`src/rtl/cpu_muldiv_unit_pkg.sv`:
```
// Shared types for the iterative multiply/divide unit.
//   muldiv_op_t    : RISC-V M-extension funct3 encodings
//   muldiv_state_t : unit FSM states
//   helpers        : operand signedness and mul/div class from funct3
package cpu_muldiv_unit_pkg;

    typedef enum logic [2:0] {
        OP_MUL    = 3'd0,
        OP_MULH   = 3'd1,
        OP_MULHSU = 3'd2,
        OP_MULHU  = 3'd3,
        OP_DIV    = 3'd4,
        OP_DIVU   = 3'd5,
        OP_REM    = 3'd6,
        OP_REMU   = 3'd7
    } muldiv_op_t;

    typedef enum logic [1:0] {
        IDLE = 2'd0,
        RUN  = 2'd1,
        FIX  = 2'd2,
        DONE = 2'd3
    } muldiv_state_t;

    function automatic logic op1_is_signed(input muldiv_op_t op);
        return op inside {OP_MUL, OP_MULH, OP_MULHSU, OP_DIV, OP_REM};
    endfunction

    function automatic logic op2_is_signed(input muldiv_op_t op);
        return op inside {OP_MUL, OP_MULH, OP_DIV, OP_REM};
    endfunction

    function automatic logic op_is_div(input muldiv_op_t op);
        return op[2];
    endfunction

endpackage

```
`src/rtl/cpu_muldiv_unit_step.sv`:
```
// One combinational iteration of the shift-add multiplier / restoring divider.
//   is_div           : 1 = divide step, 0 = multiply step
//   acc_in, acc_out  : product high half / partial remainder
//   q_in, q_out      : multiplier being shifted out (low product half) / dividend->quotient
//   b                : multiplicand / divisor magnitude
module cpu_muldiv_step #(
    parameter int XLEN = 32
) (
    input  logic            is_div,
    input  logic [XLEN-1:0] acc_in,
    input  logic [XLEN-1:0] q_in,
    input  logic [XLEN-1:0] b,
    output logic [XLEN-1:0] acc_out,
    output logic [XLEN-1:0] q_out
);

    logic [XLEN:0] sum;
    logic [XLEN:0] shifted;

    always_comb begin
        sum     = {1'b0, acc_in} + (q_in[0] ? {1'b0, b} : '0);
        shifted = {acc_in, q_in[XLEN-1]};
        if (is_div) begin
            // When the subtraction succeeds the difference is below b, so XLEN bits suffice.
            if (shifted >= {1'b0, b}) begin
                acc_out = shifted[XLEN-1:0] - b;
                q_out   = {q_in[XLEN-2:0], 1'b1};
            end else begin
                acc_out = shifted[XLEN-1:0];
                q_out   = {q_in[XLEN-2:0], 1'b0};
            end
        end else begin
            acc_out = sum[XLEN:1];
            q_out   = {sum[0], q_in[XLEN-1:1]};
        end
    end

endmodule

```
`src/rtl/cpu_muldiv_unit.sv`:
```
// Iterative RV32M/RV64M multiply/divide unit with request/result handshakes.
//   i_clock, i_reset          : clock, synchronous active-high reset
//   i_valid/o_ready           : request handshake (i_op funct3, i_tag, i_op1, i_op2)
//   i_flush                   : abort in-flight op or drop pending result
//   o_valid/i_result_ready    : result handshake (o_result, o_tag)
//   o_busy                    : op in flight, execute must stall
module cpu_muldiv_unit #(
    parameter int XLEN      = 32,
    parameter int STEPS     = 1,
    parameter int TAG_WIDTH = 4
) (
    input  logic                 i_clock,
    input  logic                 i_reset,
    input  logic                 i_valid,
    output logic                 o_ready,
    input  logic [2:0]           i_op,
    input  logic [TAG_WIDTH-1:0] i_tag,
    input  logic [XLEN-1:0]      i_op1,
    input  logic [XLEN-1:0]      i_op2,
    input  logic                 i_flush,
    output logic                 o_valid,
    input  logic                 i_result_ready,
    output logic [XLEN-1:0]      o_result,
    output logic [TAG_WIDTH-1:0] o_tag,
    output logic                 o_busy
);

    import cpu_muldiv_unit_pkg::*;

    localparam int N  = XLEN / STEPS;
    localparam int CW = $clog2(N) + 1;
    localparam logic [CW-1:0]   LAST = CW'(N);
    localparam logic [XLEN-1:0] XMIN = {1'b1, {(XLEN-1){1'b0}}};

    muldiv_state_t      state;
    logic [CW-1:0]      cnt;
    logic [XLEN-1:0]    acc, q, b;
    muldiv_op_t         op_r;
    logic [TAG_WIDTH-1:0] tag_r;
    logic               neg1_r, neg2_r;

    // Accept-time operand preparation and special-case detection
    muldiv_op_t      op_in;
    logic            neg1_in, neg2_in, div_zero, div_ovf;
    logic [XLEN-1:0] abs1_in, abs2_in, special_result;

    always_comb begin
        op_in    = muldiv_op_t'(i_op);
        neg1_in  = op1_is_signed(op_in) && i_op1[XLEN-1];
        neg2_in  = op2_is_signed(op_in) && i_op2[XLEN-1];
        abs1_in  = neg1_in ? -i_op1 : i_op1;
        abs2_in  = neg2_in ? -i_op2 : i_op2;
        div_zero = op_is_div(op_in) && (i_op2 == '0);
        div_ovf  = (op_in == OP_DIV || op_in == OP_REM) && (i_op1 == XMIN) && (i_op2 == '1);
        special_result = '0;
        if (div_zero)
            special_result = (op_in == OP_DIV || op_in == OP_DIVU) ? '1 : i_op1;
        else if (div_ovf)
            special_result = (op_in == OP_DIV) ? i_op1 : '0;
    end

    // STEPS chained iterations per RUN cycle
    logic [XLEN-1:0] acc_c [0:STEPS];
    logic [XLEN-1:0] q_c   [0:STEPS];

    assign acc_c[0] = acc;
    assign q_c[0]   = q;

    for (genvar g = 0; g < STEPS; g++) begin : g_step
        cpu_muldiv_step #(.XLEN(XLEN)) u_step (
            .is_div  (op_is_div(op_r)),
            .acc_in  (acc_c[g]),
            .q_in    (q_c[g]),
            .b       (b),
            .acc_out (acc_c[g+1]),
            .q_out   (q_c[g+1])
        );
    end

    // Sign fix-up and result select
    logic [2*XLEN-1:0] product_fix;
    logic [XLEN-1:0]   quo_fix, rem_fix, fix_result;

    always_comb begin
        product_fix = (neg1_r ^ neg2_r) ? -{acc, q} : {acc, q};
        quo_fix     = (neg1_r ^ neg2_r) ? -q : q;
        rem_fix     = neg1_r ? -acc : acc;
        case (op_r)
            OP_MUL:                       fix_result = product_fix[XLEN-1:0];
            OP_MULH, OP_MULHSU, OP_MULHU: fix_result = product_fix[2*XLEN-1:XLEN];
            OP_DIV, OP_DIVU:              fix_result = quo_fix;
            default:                      fix_result = rem_fix;
        endcase
    end

    always_ff @(posedge i_clock) begin
        if (i_reset) begin
            state    <= IDLE;
            cnt      <= '0;
            acc      <= '0;
            q        <= '0;
            b        <= '0;
            op_r     <= OP_MUL;
            tag_r    <= '0;
            neg1_r   <= 1'b0;
            neg2_r   <= 1'b0;
            o_valid  <= 1'b0;
            o_result <= '0;
            o_tag    <= '0;
        end else if (i_flush) begin
            state   <= IDLE;
            o_valid <= 1'b0;
        end else begin
            case (state)
                IDLE: if (i_valid) begin
                    op_r   <= op_in;
                    tag_r  <= i_tag;
                    neg1_r <= neg1_in;
                    neg2_r <= neg2_in;
                    acc    <= '0;
                    q      <= abs1_in;
                    b      <= abs2_in;
                    cnt    <= '0;
                    if (div_zero || div_ovf) begin
                        o_result <= special_result;
                        o_tag    <= i_tag;
                        o_valid  <= 1'b1;
                        state    <= DONE;
                    end else begin
                        state <= RUN;
                    end
                end
                // Terminal count is seen one cycle after the last iteration; that cycle only exits.
                RUN: if (cnt == LAST) begin
                    state <= FIX;
                end else begin
                    acc <= acc_c[STEPS];
                    q   <= q_c[STEPS];
                    cnt <= cnt + 1'b1;
                end
                FIX: begin
                    o_result <= fix_result;
                    o_tag    <= tag_r;
                    o_valid  <= 1'b1;
                    state    <= DONE;
                end
                DONE: if (i_result_ready) begin
                    o_valid <= 1'b0;
                    state   <= IDLE;
                end
                default: state <= IDLE;
            endcase
        end
    end

    assign o_ready = (state == IDLE);
    assign o_busy  = (state != IDLE);

endmodule

```
`config.mk`:
```
export PLATFORM = sky130hd
export DESIGN_NAME = cpu_muldiv_unit
export DESIGN_NICKNAME = d
export VERILOG_FILES = /design/src/rtl/cpu_muldiv_unit_pkg.sv /design/src/rtl/cpu_muldiv_unit_step.sv /design/src/rtl/cpu_muldiv_unit.sv
export SDC_FILE = /design/constraint.sdc
export NUM_CORES = 1
export LEC_CHECK = 0
export ABC_AREA = 1
export CORE_ASPECT_RATIO = 0.75
export CORE_UTILIZATION = 40
export DETAILED_ROUTE_END_ITERATION = 8
export DONT_BUFFER_PORTS = 1
export GPL_TIMING_DRIVEN = 0
export SLEW_MARGIN = 20
export SYNTH_ARGS = -nofsm -noshare
export SYNTH_HDL_FRONTEND = slang
export SYNTH_SLANG_ARGS = --single-unit
```
`constraint.sdc`:
```
create_clock -name i_clock -period 5.8 [get_ports i_clock]
set_clock_uncertainty 0.2 [all_clocks]
set_input_delay 0.29 -clock i_clock [delete_from_list [all_inputs] [get_ports i_clock]]
set_output_delay 0.29 -clock i_clock [all_outputs]
set_load 0.01 [all_outputs]
```
==> results_dict.tcl, run 1 <==
set metrics [dict create \
    status "finished clean" \
    synthTopCellsByArea "nand2_1, dfxtp_1, nand3_1, inv_1, nor2_1" \
    boundaryPins 115 \
    yosys_most_used_dff "dfxtp_1" \
    fin_util 0.452 \
    clk_pin_slew_ns 0.07 \
    syn_avg_cell_area_um2 5.28 \
    wl_um 95400 \
    crit_chain "buf_6 -> clkbuf_1 -> nand2_1 -> inv_1 -> ha_1 -> inv_1 -> fa_1 -> o21ai_0 -> nand3_1 -> nand3_1 -> nor2_1 -> o21ai_0 -> nand3_1 -> a21oi_1" \
    worstSetupStartpointType "flop" \
    postCtsSetupBuffers 0 \
    async_reset_ff_frac 0 \
    fillCellCount 5196 \
    crit_path_top_delay_cell "o21ai_0" \
    ctsLongestPathBuffers 2 \
    num_rows 67 \
    max_stage_delay_ns 0.66 \
    synth_top_area_share 0.226 \
    register_area_um2 3000 \
    insertion_delay_ns 0.48 \
    timing.rr.end "acc[11]" \
    holdPathEnd "b[28]" \
    ant_nets 0 \
    fp.dieArea_um2 46300 \
    die_h_um 187 \
    worstPathMaxFanout 10 \
    grt_pass1_vias 21200 \
    die_w_um 248 \
    endpoint_kind "flop" \
    synth_seq_area_share 0.165 \
    initial_core_util 0.406 \
    wl_per_cell_um 23.1 \
    htree_num_levels 4 \
    grt_use_total 0.405 \
    worstSetupStartpoint "q[0]" \
    synth_edf_count 0 \
    setup_viol 0 \
    grt_pass1_wl_um 138000 \
    place_worst_setup_slack_ns 1.84 \
    hp-start "i_op2[28]" \
    tightest_slew_ns 1.06 \
    setup_tns_ns 0 \
    power_leakage_uw 0.0102 \
    rr_worst_depth 14 \
    firstDrtPassIters 7 \
    core_area_um2 44800 \
    yosysMostFrequentCell "nand2_1" \
    grt-ovfl-total 0 \
    syn_area_um2 18200 \
    relSlewSlack 0.293 \
    synth_cell_type_count 50 \
    reg2reg_slack_ns 1.50 \
    cts_sinks 150 \
    place_congestion 1.06 \
    dp_hpwl_um 77100 \
    post-route-period-util 0.741 \
    drt_iter0_drc 3178 \
    grt_max_degree 17 \
    antenna_found_initial 1 \
    powerDensity_nw_per_um2 187 \
    finalHoldViolations 0 \
    fin_crit_ns 4.30 \
    synth_warnings 0 \
    path_class "reg -> reg" \
    cpMostUsedCell "nand3_1" \
    ir_worst_vdd_mv 0.201 \
    diodes 0 \
    drive_gt1_frac 0.0404 \
    worstReg2RegStart "q[0]" \
    syn2layout_area_growth_pct 11.3 \
    fmax_ghz 0.233 \
    cap_viol_max_count 0 \
    rsz0062_at_grt "false" \
    nets 3683 \
    portBuffers 0 \
    arrival_ns 4.50 \
    synth_commonest_cells "nand2_1, inv_1, nor2_1" \
    tritoncts "built" \
    synthCells 3441 \
    multi_input_area_um2 12900 \
    timing.hold.ws_ns 0.0167 \
    critPathRequiredTime_ns 6.00 \
    setup_slack_ns 1.50 \
    post_drt_via_cell_ratio 5.77 \
    cts_buffers 17 \
    hp-class "in -> reg" \
    yosysTopAreaCell "nand2_1" \
    yosys_register_bits 150 \
    holdPathStages 4 \
    slew_viol_final 0 \
    drc 0 \
    vias 23800 \
    synth_nets 3594 \
    cts-root-buf "clkbuf_16" \
]
[power breakdown]
| part | switching [uW] | internal (uW) |
|---|---|---|
| combinational | 1030 | 377 |
| sequential | 97.7 | 1080 |
| clock | 544 | 655 |
[flip-flops by register name, indices dropped and copies added, names as in the netlist]
name,flops
tag_r,4
o_tag,4
o_valid,1
b,32
cnt,6
o_result,32
acc,32
q,32
op_r,3
state,2
neg2_r,1
neg1_r,1
[how the worst max path moves through the flow]
stage | endpoint | depth (start not counted)
3_5_place_dp | acc[31] | 18
4_1_cts | acc[31] | 18
3_3_place_gp | acc[11] | 14
5_1_grt | acc[11] | 14
2_1_floorplan | acc[27] | 16
6_report | acc[11] | 14
[metrics by stage]
stage          power [uW]  cell area, um2  cells
2_1_floorplan        2000           18200   3441
3_3_place_gp         2480           18900   4027
3_5_place_dp         2470           18900   4027
4_1_cts              3700           20200   4129
5_1_grt              3920           20200   4129
6_report             3780           20200   4129
[layout make-up]
cell class                      instances  share of cell area
Buffer                                118              0.0276
Clock buffer                           18              0.0212
Clock inverter                         14             0.00928
Inverter                              463              0.0860
Multi-Input combinational cell       2710               0.637
Sequential cell                       150               0.148
Tap cell                              586              0.0362
Timing Repair Buffer                   70              0.0346
[worst max-delay path, delay by kind of cell (launching register included)]
| family | cells | cell delay, ns |
|---|---|---|
| compound gates | 3 | 1.37 |
| fa+ha+maj | 2 | 0.72 |
| buf+inv | 4 | 0.88 |
| flops | 1 | 0.32 |
| simple gates | 5 | 0.73 |
[logic make-up (layout without fill, tap and decap cells)]
group	Yosys count	count (layout)	synth area share
fa+ha+maj	77	77	0.0538
xor+xnor	39	39	0.0188
compound gates	502	502	0.149
flops	150	150	0.165
simple gates	2092	2092	0.487
buf+inv	581	683	0.126
[layout by cell type, fill, tap and decap left out, types with 10 or more instances in the layout]
cell type,synthesis,final
dfxtp_1,150,150
o21ai_0,184,184
inv_2,10,10
xor2_1,31,31
clkbuf_1,67,68
a31oi_1,27,27
a21oi_1,222,222
buf_2,29,29
nand3_2,10,10
nand3b_1,16,16
nand3_1,392,392
nand2_1,1097,1097
o21bai_1,13,13
o211ai_1,14,14
or2_2,13,13
inv_1,452,452
dlygate4sd3_1,0,70
ha_1,75,75
nor2_1,445,445
clkbuf_16,0,17
nor3_1,35,35
nand4_1,41,41
[routing by layer]
| layer | global-route usage | share of wire | wire length, um | up-vias |
|---|---|---|---|---|
| met4 | 0.109 | 0.026 | 2450 | 2 |
| met5 | 0 | 0.00014 | 13 | - |
| met1 | 0.577 | 0.44 | 41500 | 10900 |
| met2 | 0.518 | 0.37 | 34900 | 1547 |
| li1 | - | - | - | 11300 |
| met3 | 0.209 | 0.17 | 16500 | 166 |
[repair_timing]
| action | 4_1_cts | 5_1_grt |
|---|---|---|
| resized for setup | 0 | 0 |
| endpoints found under the hold margin | 84 | 0 |
| hold buffers | 70 | 0 |
Power figures use the tool's default switching activity.
==> run 2, diff against run 1 <==
ABC_AREA = 0   (was 1)
clock period = 4.1 ns   (was 5.8 ns; I/O delays follow)
==> run 2 against run 1 <==
Flip-flop and latch count did not move; routed wire length down 31%; power increased by 23%; die area shrank 20%; first-iteration DRC count is 36% lower; largest cell class unchanged.
==> results_dict.tcl, run 2 <==
set metrics [dict create \
    tritoncts "built" \
    cts_buffers 17 \
    die_h_um 167 \
    core_area_um2 35800 \
    worstSetupStartpointType "flop" \
    nets 2307 \
    syn_avg_cell_area_um2 7.12 \
    rsz0062_at_grt "true" \
    post_drt_via_cell_ratio 6.39 \
    cts-root-buf "clkbuf_16" \
    synth_top_area_share 0.206 \
    vias 16800 \
    synth_seq_area_share 0.206 \
    synth_edf_count 0 \
    hp-class "in -> reg" \
    boundaryPins 115 \
    synth_cell_type_count 86 \
    firstDrtPassIters 6 \
    synth_nets 2195 \
    drc 0 \
    powerDensity_nw_per_um2 276 \
    layout_common_cells "nor2_1, nand2_1, a21oi_1" \
    yosys_register_bits 150 \
    insertion_delay_ns 0.46 \
    syn2layout_area_growth_pct 15.7 \
    portBuffers 0 \
    initial_core_util 0.406 \
    drive_gt1_frac 0.0499 \
    grt_pass1_wl_um 97100 \
    arrival_ns 4.20 \
    grt_use_total 0.345 \
    final_cells 2632 \
    yosysTopAreaCell "dfxtp_1" \
    setup_slack_ns 0.0344 \
    grt-ovfl-total 0 \
    final_common_cell "nor2_1" \
    async_reset_ff_frac 0 \
    antenna_found_initial 3 \
    finalHoldViolations 0 \
    synthCells 2042 \
    cts_sinks 150 \
    ctsLongestPathBuffers 2 \
    path_class "reg -> reg" \
    wl_per_cell_um 24.9 \
    critPathRequiredTime_ns 4.23 \
    yosysMostFrequentCell "nor2_1" \
    ir_worst_vdd_mv 0.230 \
    relSlewSlack 0.192 \
    clk_pin_slew_ns 0.07 \
    fp.dieArea_um2 37100 \
    cap_viol_max_count 0 \
    num_rows 60 \
    synth_commonest_cells "nor2_1, nand2_1, a21oi_1" \
    worstPathMaxFanout 8 \
    slew_viol_final 0 \
    rr_worst_depth 12 \
    die_w_um 222 \
    tightest_slew_ns 1.20 \
    ant_nets 0 \
    place_congestion 1.02 \
    drt_iter0_drc 2021 \
    holdPathStages 6 \
    setup_viol 0 \
    post-route-period-util 0.992 \
    fin_crit_ns 4.07 \
    dp.cells 2508 \
    endpoint_kind "flop" \
    power_leakage_uw 0.00626 \
    status "finished clean" \
    dp_hpwl_um 51200 \
    fmax_ghz 0.246 \
    place_worst_setup_slack_ns -0.826 \
    grt_max_degree 17 \
    synthTopCellsByArea "dfxtp_1, a21oi_1, ha_1, nor2_1, nand2_1" \
    syn_area_um2 14500 \
    grt_pass1_vias 15200 \
    synth_warnings 0 \
    yosys_most_used_dff "dfxtp_1" \
    wl_um 65500 \
    htree_num_levels 4 \
]
run 2: kinds of logic (layout without fill, tap and decap cells):
family                   after synthesis  count (layout)  synth area share
adder cells (fa/ha/maj)               77              77            0.0673
flip-flops                           150             150             0.206
multiplexers                          60              60            0.0414
buffers and inverters                229             353            0.0619
AND/OR/NAND/NOR                      704             704             0.231
AO/OA/AOI/OAI                        658             658             0.294
other                                  0               1                 0
XOR/XNOR                             164             164            0.0987
run 2: repair_timing:
item	CTS	global route
hold endpoints to repair	106	0
setup endpoints to repair	46	49
pin swaps	1	3
buffers inserted	0	3
gates resized for setup	15	24
hold buffers	91	0
run 2: metal layers:
layer	GRT usage	share of wire	wire length, um	up-vias
met5	0	0	0	-
met4	0.0776	0.018	1160	0
met3	0.120	0.14	9300	85
met2	0.458	0.38	24800	1042
met1	0.520	0.46	30200	7992
li1	-	-	-	7697
run 2: through the flow:
step / cell area, um2 / utilization / hold slack, ns / power, uW / setup TNS, ns
CTS: 16700 / 0.467 / 0.0000982 / 4580 / 0
global placement: 15100 / 0.423 / 0.145 / 2740 / -21.16
finish: 16800 / 0.470 / 0.0222 / 4640 / 0
global route: 16800 / 0.470 / 0.0536 / 4790 / -0.0604
floorplan: 14500 / - / 0.141 / 2380 / 0
detailed placement: 15100 / 0.423 / 0.149 / 2740 / -23.49
run 2: final timing paths:
check	start	endpoint	slack, ns
setup / recovery	acc[1]	o_result[30]	0.03
hold / removal	i_op1[14]	q[14]	0.02
setup reg to reg	acc[1]	o_result[30]	0.03
hold reg to reg	b[14]	b[14]	0.26
run 2: worst max-delay path: stages, from the launching register on:
cell and delay [ns]:
dfxtp_1 0.34, clkbuf_1 0.20, inv_1 0.14, ha_1 0.19, or3b_2 0.44, buf_2 0.19
or4_1 0.64, or2_2 0.46, o21ai_0 0.24, xnor2_1 0.18, o2111ai_1 0.19, o221ai_2 0.42
nand2_1 0.09
run 2: power by group:
part / switching [uW] / internal (uW)
clock network: 745 / 1000
logic: 870 / 457
registers: 56.7 / 1510
run 2: cell type report:
| type | count | area (um2) |
|---|---|---|
| antenna | 1 | 2.50 |
| buffer | 149 | 616 |
| clock buffer | 19 | 453 |
| clock inverter | 12 | 166 |
| fill | 3686 | 19000 |
| inverter | 78 | 293 |
| multi-input combinational | 1663 | 10800 |
| sequential | 150 | 3010 |
| tap | 465 | 582 |
| timing repair buffer | 95 | 941 |
